**src/rtl/itlb_fa.sv**
```systemverilog
// Fully-associative instruction TLB between fetch and the page table walker.
// Hits translate combinationally; misses stall fetch, issue one walk and fill round-robin.
module itlb_fa #(
   parameter int VA_WIDTH    = 32,
   parameter int PPN_WIDTH   = 20,
   parameter int OFFSET_BITS = 12,
   parameter int ENTRIES     = 4
) (
   input  logic                             clk,
   input  logic                             rst,
   input  logic                             F_req,
   input  logic [VA_WIDTH-1:0]              F_va,
   input  logic                             F_flush,
   output logic                             F_hit,
   output logic [PPN_WIDTH+OFFSET_BITS-1:0] F_pa,
   output logic                             F_stall,
   output logic                             Itlb_pa_request,
   output logic [VA_WIDTH-1:0]              Itlb_va,
   input  logic                             F_ptw_valid,
   input  logic [PPN_WIDTH-1:0]             F_ptw_pa,
   output logic [15:0]                      Itlb_miss_cnt
);

   localparam int VPN_W = VA_WIDTH - OFFSET_BITS;
   localparam int IDX_W = $clog2(ENTRIES);

   typedef enum logic [1:0] {IDLE, REQ, WAIT} state_t;

   state_t                 state_reg, state_next;
   logic [ENTRIES-1:0]     valid_reg;
   logic [VPN_W-1:0]       vpn_reg [ENTRIES];
   logic [PPN_WIDTH-1:0]   ppn_reg [ENTRIES];
   logic [IDX_W-1:0]       rr_ptr_reg;
   logic                   drop_reg;
   logic                   req_reg;
   logic [VA_WIDTH-1:0]    va_reg;
   logic [15:0]            miss_cnt_reg;

   logic [VPN_W-1:0]       f_vpn;
   logic [ENTRIES-1:0]     match;
   logic                   any_match;
   logic [PPN_WIDTH-1:0]   ppn_hit;
   logic                   start_walk;
   logic                   fill;

   assign f_vpn = F_va[VA_WIDTH-1:OFFSET_BITS];

   generate
      for (genvar gi = 0; gi < ENTRIES; gi++) begin : g_match
         assign match[gi] = valid_reg[gi] && (vpn_reg[gi] == f_vpn);
      end
   endgenerate

   // At most one entry can match, so OR-ing the selected PPNs acts as a mux.
   always_comb begin
      ppn_hit = '0;
      for (int i = 0; i < ENTRIES; i++) begin
         if (match[i]) ppn_hit = ppn_hit | ppn_reg[i];
      end
   end

   assign any_match  = |match;
   assign F_hit      = F_req && (state_reg == IDLE) && any_match;
   assign F_stall    = F_req && !F_hit;
   assign F_pa       = {ppn_hit, F_va[OFFSET_BITS-1:0]};
   assign start_walk = (state_reg == IDLE) && F_req && !any_match && !F_flush;
   // A flush landing on the response edge discards it just like a pending drop.
   assign fill       = (state_reg == WAIT) && F_ptw_valid && !drop_reg && !F_flush;

   assign Itlb_pa_request = req_reg;
   assign Itlb_va         = va_reg;
   assign Itlb_miss_cnt   = miss_cnt_reg;

   always_comb begin
      state_next = state_reg;
      case (state_reg)
         IDLE:    if (start_walk) state_next = REQ;
         REQ:     state_next = WAIT;
         WAIT:    if (F_ptw_valid) state_next = IDLE;
         default: state_next = IDLE;
      endcase
   end

   always_ff @(posedge clk or posedge rst) begin
      if (rst) begin
         state_reg    <= IDLE;
         req_reg      <= 1'b0;
         va_reg       <= '0;
         miss_cnt_reg <= '0;
         drop_reg     <= 1'b0;
         rr_ptr_reg   <= '0;
         valid_reg    <= '0;
      end else begin
         state_reg <= state_next;
         // REQ lasts one cycle, so registering its entry yields a single-cycle pulse.
         req_reg   <= (state_next == REQ);
         if (start_walk) begin
            va_reg       <= F_va;
            miss_cnt_reg <= miss_cnt_reg + 16'd1;
         end
         if ((state_reg == WAIT) && F_ptw_valid)
            drop_reg <= 1'b0;
         else if (F_flush && (state_reg != IDLE))
            drop_reg <= 1'b1;
         if (F_flush)
            valid_reg <= '0;
         else if (fill)
            valid_reg[rr_ptr_reg] <= 1'b1;
         if (fill)
            rr_ptr_reg <= rr_ptr_reg + 1'b1;
      end
   end

   always_ff @(posedge clk) begin
      if (fill) begin
         vpn_reg[rr_ptr_reg] <= va_reg[VA_WIDTH-1:OFFSET_BITS];
         ppn_reg[rr_ptr_reg] <= F_ptw_pa;
      end
   end

endmodule
```
**config.mk**
```make
export PLATFORM = sky130hd
export DESIGN_NAME = itlb_fa
export DESIGN_NICKNAME = d
export VERILOG_FILES = /design/src/rtl/itlb_fa.sv
export SDC_FILE = /design/constraint.sdc
export NUM_CORES = 1
export LEC_CHECK = 0
export ABC_AREA = 1
export CAP_MARGIN = 25
export CORE_MARGIN = 2
export CORE_UTILIZATION = 40
export CTS_CLUSTER_DIAMETER = 50
export DETAILED_ROUTE_END_ITERATION = 16
export HOLD_SLACK_MARGIN = 0.1
export PLACE_DENSITY_LB_ADDON = 0.25
export RECOVER_POWER = 50
export REMOVE_ABC_BUFFERS = 1
export SLEW_MARGIN = 40
export SYNTH_ARGS = -nofsm -noshare
export SYNTH_HDL_FRONTEND = slang
export SYNTH_SLANG_ARGS = --single-unit
```
**constraint.sdc**
```tcl
create_clock -name clk -period 3.35 [get_ports clk]
set_input_delay 0.335 -clock clk [delete_from_list [all_inputs] [get_ports clk]]
set_output_delay 0.335 -clock clk [all_outputs]
set_load 0.1 [all_outputs]
```
==> metrics <==
run status=complete, no violations; share of cells above drive strength 1=14.8%; crit path DAT=2.65 ns; DR pass1 iterations=5; Die ar.=25500 um2; fin crit share=89.3%; Num CTS Buffers=26; CTS tree=built; first-pass GRT wire length=37300 um; DIE WIDTH=160 um; Cell Pwr Density=770 nW/um2; Skew-Pair Late Insertion Delay=0.52 ns; sequential fraction of the synthesis area=64.6%; wirelength, routed=23700 um; GP Congestion=0.833; sw power=3.77 mW; Final ANT Viol Nets=0; #FFs+latches synth=218; Sink Count=218; total power=9.46 mW; switch share=39.9%; Post-CTS Setup Bufs=0; Critical Path RT=3.01 ns; clock share of power=31.1%; core area=23600 um2; Critical Path Start Type=register; unique cell type count in the Yosys netlist=31; Worst-path clk slew=0.06 ns; top-count cell post-synth=nand2_1; pin count of the biggest net entering global routing=41; hold_buf cts=0; RSZ-0062 raised after global routing=no; Setup CP Type=reg -> out; Nets=1148; share of the synthesized area in the top cell type=49.6%; Synth Warn #=0; Comb pwr share=29.7%; worst-margin pin slew=1.48 ns; Reg power frac=39.1%; Post-synth EDFFs=160; top cells by area, synth=edfxtp_1 50%, dfrtp_1 15%, nand2_1 11%; Setup crit end kind=output pin; Leak=5.15 nW; GRT Resource Usage Total=18.5%; PortBufs=139; Post-route DRC=0; Root Driver=clkbuf_16; Gates resized, CTS repair=0; H-tree depth=1; TNS Setup=0 ns; via count=7018; max cap viols=0; Max IR drop VDD=568 uV; Gate Count Post-Synth=939; cell-internal power=5.69 mW; Max Clock Skew=0.0176 ns; HPWL Detailed=15500 um; Max Clock Freq=334 MHz; ys flop type=edfxtp_1; Area Growth Syn to Fin=26.8%; Mapped Area=9680 um2; relative slew slack=1.09%; Final Hold Vio Count=0; Hold WC Path Type=in -> reg; # IOs=140; num rows=56; Tmin final=2.99 ns; vias in the first global route=7007; gr ovfl total=0; Via density=4.92; synth cell count leaders=284 x nand2_1, 160 x edfxtp_1, 112 x inv_1; starting density of the core=41.0%; Die Y=160 um; initial drt markers=489; drt wl/cell=16.6 um; area leader, netlist=edfxtp_1; initial antenna violation count=2; Final Slew Violations=0; synthesized area per cell=10.3 um2; final setup vio count=0; crit-path max FO=20; Max Root-Sink Buffers=3; asr flop ratio synth=26.6%
-- cell type report --
class                           instances  area (um2)
Clock inverter                          8         146
Timing Repair Buffer                  165        1540
Inverter                              133         499
Tap cell                              319         399
Fill cell                            2102       11300
Antenna cell                            1        2.50
Multi-Input combinational cell        542        2670
Clock buffer                           40         764
Sequential cell                       218        6260
-- power groups by stage --
stage	registers [mW]	logic, mW	clock network (mW)
after floorplan	5.37	0.530	0
after global placement	3.75	3.07	0
after detailed placement	3.75	2.87	0
after CTS	3.70	2.88	3.01
after global routing	3.77	2.96	3.11
final	3.70	2.81	2.94
-- through the flow --
step	utilization [%]	cell area (um2)	hold WS (ns)	worst slack [ns]	std cells
finish	52.0	12300	0.372	0.360	1426
global route	52.0	12300	0.382	0.172	1426
CTS	52.3	12400	0.277	0.356	1425
detailed placement	48.5	11400	0.459	0.393	1377
global placement	49.5	11700	0.456	0.355	1377
floorplan	-	9400	0.434	-0.940	893
-- critical path, stage by stage (launching register included) --
cell and delay [ns]:
edfxtp_1 0.35, inv_1 0.05, nand2_1 0.05, nand2_1 0.07, nor2_1 0.25, nand2_1 0.11, nor2_1 0.30, buf_4 0.35
nand4_1 0.14, o2111ai_1 0.21, buf_12 0.23
-- cell families after synthesis --
group | count (synthesis) | share of synthesized area [%]
adders and majority gates | 5 | 0.646
and+or+nand+nor | 463 | 20.7
DFF | 218 | 64.6
buffers and inverters | 179 | 8.10
xor gates and xnor gates | 12 | 1.09
AOI/OAI and AO/OA | 62 | 4.83
-- metal layers --
| layer | up-vias | GRT usage [%] | part of all wire [%] |
|---|---|---|---|
| met5 | - | 0 | 0.055 |
| met1 | 3302 | 25.3 | 44 |
| li1 | 3444 | - | - |
| met2 | 233 | 30.1 | 47 |
| met3 | 37 | 3.46 | 6.4 |
| met4 | 2 | 5.54 | 2.0 |
-- final timing paths --
path / depth (start not counted) / end / slack (ns) / startpoint
worst max-delay path: 10 / F_pa[25] / 0.36 / vpn_reg[1][14]$_DFFE_PP_
worst min-delay path: 3 / Itlb_va[1]$_DFFE_PP0P_ / 0.37 / F_va[1]
worst max register to register: 13 / Itlb_va[28]$_DFFE_PP0P_ / 1.11 / vpn_reg[1][14]$_DFFE_PP_
worst min register to register: 1 / state_reg[1]$_DFF_PP0_ / 0.47 / state_reg[0]$_DFF_PP0_
max in group asynchronous: 3 / Itlb_va[17]$_DFFE_PP0P_ / 0.71 / rst
min in group asynchronous: 2 / Itlb_pa_request$_DFF_PP0_ / 0.60 / rst
-- placed cells by master, fill, tap and decap left out, drive strengths merged, types with 3 or more instances in the layout --
master,synthesis,final
xnor2,8,8
a21oi,3,3
bufinv,0,4
nand3,29,29
xor2,4,4
o2111ai,20,20
o22ai,4,4
edfxtp,160,160
nor2,62,62
or2,7,7
nand4,75,75
o21ai,34,34
ha,5,5
dfrtp,58,58
clkdlybuf4s50,0,35
clkbuf,23,74
buf,23,74
nor3,4,4
nand2,285,285
dlygate4sd3,0,21
inv,133,133
clkinv,0,3
No activity file was read; power rests on OpenSTA's default activity.
